## config.mk

```make
export PLATFORM = sky130hd
export DESIGN_NAME = rf_master_seq
export DESIGN_NICKNAME = d
export VERILOG_FILES = /design/src/rtl/rf_master_seq.sv
export SDC_FILE = /design/constraint.sdc
export NUM_CORES = 1
export LEC_CHECK = 0
export ABC_AREA = 1
export CORE_ASPECT_RATIO = 0.6
export CORE_MARGIN = 5
export CORE_UTILIZATION = 45
export CTS_CLUSTER_SIZE = 8
export DETAILED_ROUTE_END_ITERATION = 7
export PLACE_DENSITY_LB_ADDON = 0.1
export SLEW_MARGIN = 0
export SYNTH_ARGS = -nofsm -noshare
export SYNTH_HDL_FRONTEND = slang
export SYNTH_SLANG_ARGS = --single-unit
```

## constraint.sdc

```tcl
create_clock -name i_clk -period 3.3 [get_ports i_clk]
set_input_delay 0.99 -clock i_clk [delete_from_list [all_inputs] [get_ports i_clk]]
set_output_delay 0.99 -clock i_clk [all_outputs]
set_load 0.005 [all_outputs]
```

## src/rtl/rf_master_seq.sv

```systemverilog
// rtl/rf_master_seq.sv - micro-instruction sequencer driving an 8x8 register file through read/execute/write-back
module rf_master_seq #(
    parameter int DW   = 8,
    parameter int AW   = 3,
    parameter int CNTW = 16
) (
    input  logic            i_clk,
    input  logic            i_rst,
    input  logic [15:0]     i_instr,
    input  logic            i_valid,
    output logic            o_ready,
    output logic [AW-1:0]   o_rf_addr1,
    output logic [AW-1:0]   o_rf_addr2,
    output logic [AW-1:0]   o_rf_addrwr,
    output logic            o_rf_rw,
    output logic [DW-1:0]   o_rf_dataIn,
    input  logic [DW-1:0]   i_rf_data1,
    input  logic [DW-1:0]   i_rf_data2,
    output logic [DW-1:0]   o_result,
    output logic            o_carry,
    output logic            o_done,
    output logic [CNTW-1:0] o_count
);

    localparam logic [2:0] OP_NOP = 3'b000;
    localparam logic [2:0] OP_ADD = 3'b001;
    localparam logic [2:0] OP_SUB = 3'b010;
    localparam logic [2:0] OP_AND = 3'b011;
    localparam logic [2:0] OP_OR  = 3'b100;
    localparam logic [2:0] OP_XOR = 3'b101;
    localparam logic [2:0] OP_LDI = 3'b110;
    localparam logic [2:0] OP_MOV = 3'b111;

    typedef enum logic [2:0] {
        S_IDLE,
        S_READ,
        S_EXEC,
        S_WRITE,
        S_DONE
    } state_t;

    state_t          state;
    state_t          state_nxt;
    logic [2:0]      op_q;
    logic [AW-1:0]   rd_q;
    logic            alu_c_q;
    logic [DW-1:0]   alu_res;
    logic            alu_c;
    logic [DW:0]     sum;
    logic [DW:0]     diff;

    always_comb begin
        state_nxt = state;
        o_ready   = 1'b0;
        o_rf_rw   = 1'b0;
        o_done    = 1'b0;
        case (state)
            S_IDLE: begin
                o_ready = 1'b1;
                if (i_valid) begin
                    if (i_instr[15:13] == OP_NOP)
                        state_nxt = S_DONE;
                    else if (i_instr[15:13] == OP_LDI)
                        state_nxt = S_WRITE;
                    else
                        state_nxt = S_READ;
                end
            end
            S_READ:  state_nxt = S_EXEC;
            S_EXEC:  state_nxt = S_WRITE;
            S_WRITE: begin
                o_rf_rw   = 1'b1;
                state_nxt = S_DONE;
            end
            S_DONE: begin
                o_done    = 1'b1;
                state_nxt = S_IDLE;
            end
            default: state_nxt = S_IDLE;
        endcase
    end

    // Borrow of the unsigned subtract lands in bit DW, same as the add carry.
    always_comb begin
        sum     = {1'b0, i_rf_data1} + {1'b0, i_rf_data2};
        diff    = {1'b0, i_rf_data1} - {1'b0, i_rf_data2};
        alu_res = i_rf_data1;
        alu_c   = 1'b0;
        case (op_q)
            OP_ADD: begin
                alu_res = sum[DW-1:0];
                alu_c   = sum[DW];
            end
            OP_SUB: begin
                alu_res = diff[DW-1:0];
                alu_c   = diff[DW];
            end
            OP_AND:  alu_res = i_rf_data1 & i_rf_data2;
            OP_OR:   alu_res = i_rf_data1 | i_rf_data2;
            OP_XOR:  alu_res = i_rf_data1 ^ i_rf_data2;
            OP_MOV:  alu_res = i_rf_data1;
            default: alu_res = i_rf_data1;
        endcase
    end

    always_ff @(posedge i_clk) begin
        if (i_rst) begin
            state       <= S_IDLE;
            op_q        <= OP_NOP;
            rd_q        <= '0;
            alu_c_q     <= 1'b0;
            o_rf_addr1  <= '0;
            o_rf_addr2  <= '0;
            o_rf_addrwr <= '0;
            o_rf_dataIn <= '0;
            o_result    <= '0;
            o_carry     <= 1'b0;
            o_count     <= '0;
        end else begin
            state <= state_nxt;
            case (state)
                S_IDLE: begin
                    if (i_valid) begin
                        op_q <= i_instr[15:13];
                        rd_q <= AW'(i_instr[12:10]);
                        if (i_instr[15:13] == OP_LDI) begin
                            o_rf_addrwr <= AW'(i_instr[12:10]);
                            o_rf_dataIn <= DW'(i_instr[7:0]);
                        end else if (i_instr[15:13] != OP_NOP) begin
                            o_rf_addr1 <= AW'(i_instr[9:7]);
                            o_rf_addr2 <= AW'(i_instr[6:4]);
                        end
                    end
                end
                S_EXEC: begin
                    o_rf_addrwr <= rd_q;
                    o_rf_dataIn <= alu_res;
                    alu_c_q     <= alu_c;
                end
                // Result and carry become visible together with the done pulse.
                S_WRITE: begin
                    o_result <= o_rf_dataIn;
                    if (op_q == OP_ADD || op_q == OP_SUB)
                        o_carry <= alu_c_q;
                end
                default: ;
            endcase
            if (state_nxt == S_DONE)
                o_count <= o_count + CNTW'(1);
        end
    end

endmodule

```

# ---- Yosys cells after proc, flatten, opt, wreduce, memory -nomap -nowiden
# Cells that the tools add are included.
dict set report word_totals {
  register_bits 52
  in_bits 35
  out_inout_bits 45
  word_cells 55
}
dict set report classes {
  add_sub_neg 3
  n_eq_ne 13
  mux 15
  bitwise_logic 4
  n_reduce_logical 9
}
# operator n
set op_table {}
lappend op_table {{8-bit case mux with 5 select lines} 1}
lappend op_table {{16-bit by 1-bit adder with 16-bit output, second input constant} 1}
lappend op_table {{8-bit two-way mux} 2}
lappend op_table {{8-bit case mux with 2 select lines} 1}
lappend op_table {{3-bit == test, second input constant} 5}
lappend op_table {{3-bit by 2-bit == test with 1-bit output, second input constant} 4}
lappend op_table {{3-bit two-way mux} 4}
lappend op_table {{3-bit case mux with 4 select lines} 1}
lappend op_table {{8-bit by 8-bit adder with 9-bit output} 1}
lappend op_table {{8-bit by 8-bit subtractor with 9-bit output} 1}
lappend op_table {{8-bit AND} 1}
lappend op_table {{8-bit OR} 1}
lappend op_table {{8-bit bitwise XOR} 1}
lappend op_table {{3-bit by 1-bit == test with 1-bit output, second input constant} 2}
lappend op_table {{3-bit logical NOT} 2}
lappend op_table {{3-bit case mux with 2 select lines} 1}
lappend op_table {{2-bit != test, second input constant} 2}
lappend op_table {{2-bit AND reduction} 2}
lappend op_table {{4-bit AND reduction} 1}
lappend op_table {{1-bit two-way mux} 3}
lappend op_table {{3-bit AND reduction} 1}
lappend op_table {{3-bit nonzero test} 1}
lappend op_table {{2-bit two-way mux} 1}
lappend op_table {{1-bit case mux with 2 select lines} 1}
lappend op_table {{other kinds (3)} 3}

# ---- Longest topological paths before layout
dict set report depth {
  ltp_word 6
  depth_mapped 14
}

# ---- Worst setup path after synthesis
# Ideal clock, no wire load.
dict set report synth_path {
  path_kind {input port to flip-flop}
  start {input i_rf_data1[0]}
  end {register o_rf_dataIn[4]}
  setup_ns 0.070
  arrival_ns 2.309
  required_ns 3.230
  path_slack_ns 0.922
  cell_stages 12
  n_path_buf 0
  path_cell_list {inv_1 -> ha_1 -> inv_1 -> fa_1 -> nand2_1 -> nand2_1 -> and2_1 -> nand2_1 -> nand2_1 -> o211ai_1 -> nand2_1 -> a21oi_1}
}
dict set report synth_between {
  elab_chain_cells 3
}
# item line
set synth_lines {}
lappend synth_lines {{start: declaration} 17} ;# input logic [DW-1:0] i_rf_data1,
lappend synth_lines {{8-bit by 8-bit subtractor with 9-bit output or 8-bit by 8-bit adder with 9-bit output (tied branches)} {86, 85}}
lappend synth_lines {{8-bit case mux with 5 select lines *} 89} ;# case (op_q)
lappend synth_lines {{8-bit case mux with 2 select lines *} 121} ;# case (state)
lappend synth_lines {{end signal: assignment} 128} ;# o_rf_dataIn <= DW'(i_instr[7:0]);
lappend synth_lines {{end signal: assignment} 137} ;# o_rf_dataIn <= alu_res;
lappend synth_lines {{end: declaration} 16} ;# output logic [DW-1:0] o_rf_dataIn,
# Mark *: on every way between the ends. The rest lies on a longest branch, timed or not.
# A chain may end at the register's enable or synchronous reset.

# ---- Final worst setup path
# Ends and elaborated chain as after synthesis.

==> results.cfg <==
[status]
outcome = finished clean

[timing]
finalCritPeriodShare = 0.868
slew_viol_final = 0
worstMarginPinSlew_ns = 0.742
fin_crit_ns = 2.86
clock_skew_ns = 0.00431
holdWs_ns = 0.461
fin_setup_tns_ns = 0
finalHoldViolations = 0
rsz0062_at_grt = false
setup_violations = 0
timing.fmax_mhz = 349
fin_ws_ns = 0.437
slew_headroom = 0.505

[clocking]
h-tree-depth = 2
cts_tree = built
cts-root-buf = clkbuf_16
post_cts_resized = 0
cts_setup_buffers = 0
clk_pin_slew_ns = 0.07
cts_hold_buf = 0
clkSinkCount = 52
clkLatencyLatePin_ns = 0.29
clock_path_buffers = 2
cts_inserted_buffers = 5

[critical_path]
crit_end = o_rf_dataIn[4]$_SDFFE_PP0P_
cp-start-kind = input pin
regToRegSetupSlack_ns = 1.23
reg2regPathDepth = 7
cp_max_fo = 3
required_ns = 3.53
worstSetupStartpoint = i_rf_data1[0]
r2r-start = o_count[0]$_SDFFE_PP0N_
end_kind = register
crit_type = input pin to register
regToRegEndpoint = o_count[14]$_SDFFE_PP0N_
crit_arrival_ns = 3.09

[route]
wl_met1_mm = 5.24
drc = 0
wl_met2_mm = 3.91
viasPerCell = 5.28
wl_per_cell_um = 15.1
via_count = 3733
drt_first_iter_violations = 338
antenna_left = 0
met3_length_mm = 1.44
firstDrtPassIters = 5
detail_route.wirelength_mm = 10.7
top_layer = met4

[die]
die_w_um = 122
row_count = 24
die_y_um = 77.5
core-area_mm2 = 0.00733
start_util = 0.466
num_io_pins = 80
dieArea_mm2 = 0.00949

[final_layout]
layout-drive-gt1-share = 0.0630
n_antenna_cell = 0
nets = 665
final_cells = 707
final_common_cell = nand2_1
mostFrequentLayoutCells = 101 x nand2_1, 79 x clkdlybuf4s50_1, 68 x nor2_1, 64 x inv_1, 52 x dfxtp_1
area_growth_pct = 32.5

[pwr]
peakVddDrop_mv = 0.307
leakage_nw = 1.95
p_per_area_mw_per_mm2 = 415

[logic_synthesis]
ys_seq_area_frac = 0.305
synth.top_cell.area_share = 0.305
synthesis.nets = 584
synth_cell_types = 37
synth_seq_cells = 52
synth_largest_area_cell = dfxtp_1
yosys_warnings = 0
netlist_instances = 521
netlist_area_mm2 = 0.00341
syn_area_per_cell_um2 = 6.55
synth.area.top_cells = dfxtp_1 30%, nand2_1 11%, ha_1 9.5%

[worst_hold_path]
min_from = alu_c_q$_SDFFE_PP0P_
hp-class = register to register

[global_route]
grt_max_degree = 22
grt_pass1_wl_mm = 17.1
grt_pass1_vias = 3390
grt_use_total = 0.225
grt-ovfl-total = 0
antenna_found_initial = 0

[place]
port_buffers = 79
gp_congestion = 1.02
dp_slack_ns = 0.193
placed_cells = 699
dpl.hpwl_mm = 8.41

[run]
maxCapViolations = 0
-- logic make-up after synthesis --
kind of cell	share of synthesized area
xor gates and xnor gates	0.0154
AOI/OAI and AO/OA	0.174
buffers and inverters	0.0997
and+or+nand+nor	0.299
adders and majority gates	0.107
DFF	0.305
-- area by class of cell --
type	instances	area, µm²
Clock buffer	7	153
Clock inverter	1	30.0
Fill cell	724	2800
Inverter	76	285
Multi-Input combinational cell	380	2030
Sequential cell	52	1040
Tap cell	104	130
Timing Repair Buffer	87	851
-- report_power, final --
part	internal [W]	total, W	switching (W)
registers	0.000676	0.000715	0.0000385
clock network	0.000399	0.000628	0.000229
logic	0.000224	0.000534	0.000310
-- cells in the mapped netlist (all sizes together) --
library cell	number
ha	26
nand2	103
nand3b	2
inv	76
o21bai	1
nor4	1
nor3b	1
a41oi	1
fa	2
o21a	1
o22ai	4
buf	5
nand3	33
nand4	9
nor3	8
xor2	4
a31oi	5
o211ai	3
o31ai	1
clkbuf	8
a21oi	43
xnor2	2
nor2	72
and2	2
or2	2
o21ai	54
dfxtp	52
-- worst min path at each step --
stage | end | slack, ns | cells past startpoint
floorplan | o_carry$_SDFFE_PP0P_ | 0.43 | 2
global placement | o_carry$_SDFFE_PP0P_ | 0.44 | 2
detailed placement | o_carry$_SDFFE_PP0P_ | 0.45 | 2
CTS | o_carry$_SDFFE_PP0P_ | 0.46 | 2
global route | o_carry$_SDFFE_PP0P_ | 0.50 | 2
finish | o_carry$_SDFFE_PP0P_ | 0.46 | 2
-- state kept, by name (all words and copies together) (netlist names) --
signal,count
o_count,16
o_result,8
o_rf_dataIn,8
o_rf_addr1,3
o_rf_addr2,3
o_rf_addrwr,3
op_q,3
rd_q,3
state,3
alu_c_q,1
o_carry,1
-- critical path, cell delays in order --
cell and delay (ns):
clkdlybuf4s50_1 0.43, inv_1 0.12, ha_1 0.15, inv_1 0.10
fa_1 0.39, nand2_1 0.09, nand2_1 0.11, and2_1 0.19
nand2_1 0.06, nand2_1 0.05, o211ai_1 0.19, nand2_1 0.09
a21oi_1 0.12
-- layer usage --
layer / global-route usage / vias up
met3: 0.0828 / 13
met4: 0.0402 / 0
li1: - / 1856
met1: 0.351 / 1659
met5: 0 / -
met2: 0.292 / 205
-- metrics by stage --
stage	power, W	cell area [µm²]	util
3_3_place_gp	0.00125	4340	0.592
2_1_floorplan	0.00102	3410	-
5_1_grt	0.00198	4520	0.617
3_5_place_dp	0.00125	4340	0.592
6_report	0.00188	4520	0.617
4_1_cts	0.00188	4520	0.617
Note: power is estimated with default switching activity, not from simulation.
==> edit 1: new RTL, same settings <==
The parameter `CNTW` goes from 16 to 15.
--- a/src/rtl/rf_master_seq.sv
+++ b/src/rtl/rf_master_seq.sv
@@ -2,7 +2,7 @@
 module rf_master_seq #(
     parameter int DW   = 8,
     parameter int AW   = 3,
-    parameter int CNTW = 16
+    parameter int CNTW = 15
 ) (
     input  logic            i_clk,
     input  logic            i_rst,
Interface: changed (resized o_count); port bits go from 80 to 79. The function was not compared with the original's and may differ.
==> edit 1 against the original RTL <==
Worst hold slack improved by 0.014 ns. Register-to-register slack better by 0.23 ns. Synthesized area shrank 2.6%. Sequential cell count is 1 lower. Combinational power is 0.9% higher. Fmax down 1.9%. Core utilization is 1.6 points lower. Via count shrank 6.9%. Power shrank 7.2%. Die area decreased by 2.3%. Cell area fell by 3.8%. Clock power shrank 21%. Wire length down 4.7%. Worst setup slack got worse by 0.054 ns. Largest power group unchanged.
==> edit 1: results (changes against the original RTL) <==
routing:
  drt-initial-drc-count: 379  # +12%
  dr.pass1.iters: 7  # +2
  viasPerCell: 5.194  # -1.6%
  ant_nets: 0  # unchanged
setup_path:
  rrSetupSlack_ns: 1.46  # +0.23 ns
  r2r-end: "o_rf_dataIn[0]$_SDFFE_PP0P_"
  worstReg2RegStart: "state[1]$_SDFF_PP0_"
  crit_arrival_ns: 3.11  # +0.02 ns
placed_design:
  place_area_um2: 4214  # -2.9%
  finalWeightedCongestion: 0.9968  # -2.7%
  detailed_place_hpwl_mm: 7.977  # -5.1%
  io_buffers: 78  # -1.3%
global_routing:
  grt_pass1_vias: 3197  # -5.7%
  grt_pass1_wl_mm: 16.39  # -4.4%
  antenna_found_initial: 0  # unchanged
  track_usage_pct: 21.98  # -0.56 points
  grt_max_degree: 34  # +55%
finish:
  top_regs: "o_count x15, o_result x8, o_rf_dataIn x8"
  layout-area-overhead-vs-synth_pct: 30.85
  drive_gt1_share_pct: 6.903  # +0.60 points
  nFillCells: 674  # -6.9%
synthesis:
  synth_cell_type_count: 40  # +8.1%
  syn_nets: 549  # -6.0%
  seq_area_frac_synth_pct: 30.70  # +0.21 points
  yosys-top-cells-area: "dfxtp_1 (31%), ha_1 (9.8%), nand2_1 (9.0%)"
  yosys-top-cells-count: "nand2_1 (80), inv_1 (63), o21ai_0 (53)"
hold_path:
  min_to: "o_rf_addrwr[0]$_SDFFE_PP0P_"
  worstHoldStart: "rd_q[0]$_SDFFE_PP0P_"
timing:
  relSlewSlack_pct: 69.63  # +19 points
  finalClockSkew_ns: 0.006374  # +0.002068 ns
power:
  peakVddDrop_v: 0.0002685  # -13%
  p_leak_uw: 0.001926  # -1.5%
outcome:
  status: "finished, final reports clean"
-- edit 1: cell count changes after synthesis, sizes merged, moves of 2 or more --
| cell | unedited run | this run |
|---|---|---|
| xor2 | 4 | 0 |
| nand4 | 9 | 4 |
| o21a | 1 | 3 |
| nand2 | 103 | 86 |
| nor3 | 8 | 12 |
| nand3 | 33 | 36 |
| and3 | 0 | 2 |
| inv | 76 | 72 |
| nor2 | 72 | 59 |
| xnor2 | 2 | 0 |
-- edit 1: worst max path at each step --
stage | to | slack, ns | depth (start not counted) | start
after global routing | o_rf_dataIn[6]$_SDFFE_PP0P_ | 0.20 | 13 | i_rf_data1[0]
after detailed placement | alu_c_q$_SDFFE_PP0P_ | 0.11 | 14 | i_rf_data1[0]
after floorplan | alu_c_q$_SDFFE_PP0P_ | 0.90 | 13 | i_rf_data1[0]
after global placement | o_rf_dataIn[4]$_SDFFE_PP0P_ | 0.15 | 12 | i_rf_data2[0]
final | alu_c_q$_SDFFE_PP0P_ | 0.38 | 14 | i_rf_data1[0]
after CTS | alu_c_q$_SDFFE_PP0P_ | 0.40 | 14 | i_rf_data1[0]
-- edit 1: power breakdown --
group          internal (uW)  total, uW  leakage, uW  switching, uW
clock                    281        498    0.0000679            218
combinational            226        539      0.00144            313
sequential               666        705     0.000416           38.5
total                   1170       1740      0.00193            569
-- edit 1: routing by layer --
| metal | wire length (um) | vias to the layer above | track usage, % |
|---|---|---|---|
| met3 | 1324 | 9 | 9.199 |
| met4 | 59 | 0 | 3.054 |
| li1 | - | 1756 | - |
| met1 | 4908 | 1535 | 33.11 |
| met2 | 3904 | 175 | 29.25 |
| met5 | 0 | - | 0 |
-- edit 1: critical path: stages --
cell,delay (ns)
clkdlybuf4s50_1,0.51
inv_1,0.07
ha_1,0.19
inv_1,0.11
fa_1,0.21
inv_1,0.06
o21ai_0,0.31
nand3_1,0.16
nand2_1,0.11
a21oi_1,0.06
o21ai_0,0.14
nand3_1,0.08
nand2_1,0.08
inv_1,0.03
-- edit 1: through the flow --
stage                     setup slack (ns)  hold slack, ns  cells  power, uW
after floorplan                     0.8964          0.4402    486       1018
after global placement              0.1486          0.4550    661       1244
after detailed placement            0.1074          0.4645    661       1247
after CTS                           0.4038          0.4743    669       1749
after global routing                0.1957          0.5039    669       1846
final                               0.3823          0.4747    669       1741
-- edit 1: cell families (layout without fill, tap and decap cells) --
logic type      count (synthesis)  count (layout)  synth area share (%)
buf+inv                        84             163                 9.932
compound gates                119             119                 19.45
simple gates                  204             204                 28.93
flops                          51              51                 30.70
fa+ha+maj                      28              28                 10.99
-- edit 1: layout make-up --
class,instances,share of cell area (%)
Sequential cell,51,23.46
Timing Repair Buffer,83,18.80
Tap cell,104,2.990
Clock inverter,1,0.1150
Multi-Input combinational cell,351,45.37
Inverter,72,6.210
Clock buffer,7,3.048
==> edit 2: new RTL, config.mk and constraints unchanged <==
Made on the original files. Reset style: asynchronous (`i_rst`), changed in one clocked block.
--- a/src/rtl/rf_master_seq.sv
+++ b/src/rtl/rf_master_seq.sv
@@ -103,7 +103,7 @@
         endcase
     end
 
-    always_ff @(posedge i_clk) begin
+    always_ff @(posedge i_clk or posedge i_rst) begin
         if (i_rst) begin
             state       <= S_IDLE;
             op_q        <= OP_NOP;
Behaviour: differs if i_rst is asserted again (counterexample within 4 cycles, from zero or initial values and one cycle with i_rst high); with i_rst held inactive, the same outputs for 10 cycles.
==> edit 2 against the original RTL <==
Core utilization down 0.46 points. Cell count shrank 12%. Worst setup slack got worse by 0.081 ns. Sequential cell count is the same. Cell area down 0.33%. Synthesized area rose by 1.0%. Wire length down 10%. Largest cell class unchanged.
Power is not compared: it rests on default switching activity, and its combinational part moved more than twofold at a synthesized area within 25%.
==> edit 2: results (changes against the original RTL) <==
setup_path:
  crit_path_end: "o_rf_dataIn[5]$_DFFE_PP0P_"
  r2r_cells: 6  # -1
  crit_arrival_ns: 3.12  # +0.03 ns
  worstReg2RegStart: "state[2]$_DFF_PP0_"
  r2r-end: "o_rf_dataIn[3]$_DFFE_PP0P_"
  critPathLaunch: "i_rf_data1[2]"
  critPathMaxStageDelay_ns: 0.51  # +0.08 ns
synthesis:
  synth_cell_type_count: 36  # -2.7%
  async_flop_share_pct: 100.0  # +100 points
  syn_nets: 500  # -14%
  seq_area_frac_synth_pct: 37.72  # +7.2 points
  synth_flop_cell: "dfrtp_1"
  yosys-top-cells-count: "nand2_1 (98), inv_1 (61), dfrtp_1 (52)"
  yosys-top-cells-area: "dfrtp_1 (38%), nand2_1 (11%), ha_1 (9.4%)"
finish:
  clock_buffers: 8  # +1
  seq_area_share_pct: 28.86  # +5.8 points
  n_all_inverters: 63  # -17%
  multi_input_area_share_pct: 41.88  # -3.1 points
  nFillCells: 663  # -8.4%
  utilization_pct: 61.28  # -0.46 points
  buffer_area_share_pct: 17.87  # -0.94 points
  multi_input_cells: 316  # -17%
  clock_area_share_pct: 3.247  # -0.79 points
  signal_buffers: 81  # -6.9%
outcome:
  status: "finished, final reports clean"
timing:
  worstMarginPinSlew_ns: 0.6578  # -0.08381 ns
  max_freq_mhz: 339.6  # -2.8%
  hold_ws_ns: 0.4827  # +0.02212 ns
  finalClockSkew_ns: 0.004966  # +0.0006591 ns
placed_design:
  dp.cells: 616  # -12%
  pre_cts_slack_ns: 0.1162  # -0.07722 ns
  place_area_um2: 4362  # +0.49%
  finalWeightedCongestion: 0.9274  # -9.5%
global_routing:
  grt_pass1_vias: 3045  # -10%
  met1_usage_pct: 33.59  # -1.5 points
  grt_util_met2_pct: 26.70  # -2.5 points
  grt_max_degree: 53  # +140%
  track_usage_pct: 20.59  # -1.9 points
routing:
  drt-initial-drc-count: 391  # +16%
  viasPerCell: 5.207  # -1.4%
  wl_per_cell_um: 15.36  # +1.5%
  met3WireLength_um: 965  # -33%
  wl_met1_mm: 4.880  # -6.9%
  dr_total_vias: 3249  # -13%
hold_path:
  hold_path_depth: 2  # unchanged
  worstHoldStart: "o_result[6]$_DFFE_PP0P_"
cts:
  htreeDepth: 2  # unchanged
## edit 2: cell types whose count changed in the layout (fill, tap and decap cells not counted), moves of 5 or more
cell     before  now
dfrtp_1       0   52
dfxtp_1      52    0
nor2_1       68   30
o21ai_1      19    0
a21oi_1      43   27
inv_2        12    3
mux2_2        0    8
buf_4         8    2
nand4_1       9    3
xnor2_1       2    8
a31oi_1       5    0
## edit 2: power by group
part	internal [uW]	leakage, uW	total, uW	switching (uW)
registers	890	0.000653	1090	195
logic	780	0.00145	1660	885
clock network	303	0.0000712	523	220
total	1970	0.00218	3270	1300
## edit 2: cells by family (layout without fill, tap and decap cells)
logic type      Yosys count  after routing  synth area share (%)
simple gates            194            194                 26.55
compound gates           71             71                 11.17
buf+inv                  69            152                 7.544
flops                    52             52                 37.72
fa+ha+maj                28             28                 10.59
xor+xnor                 15             15                 3.809
mux                       8              8                 2.612
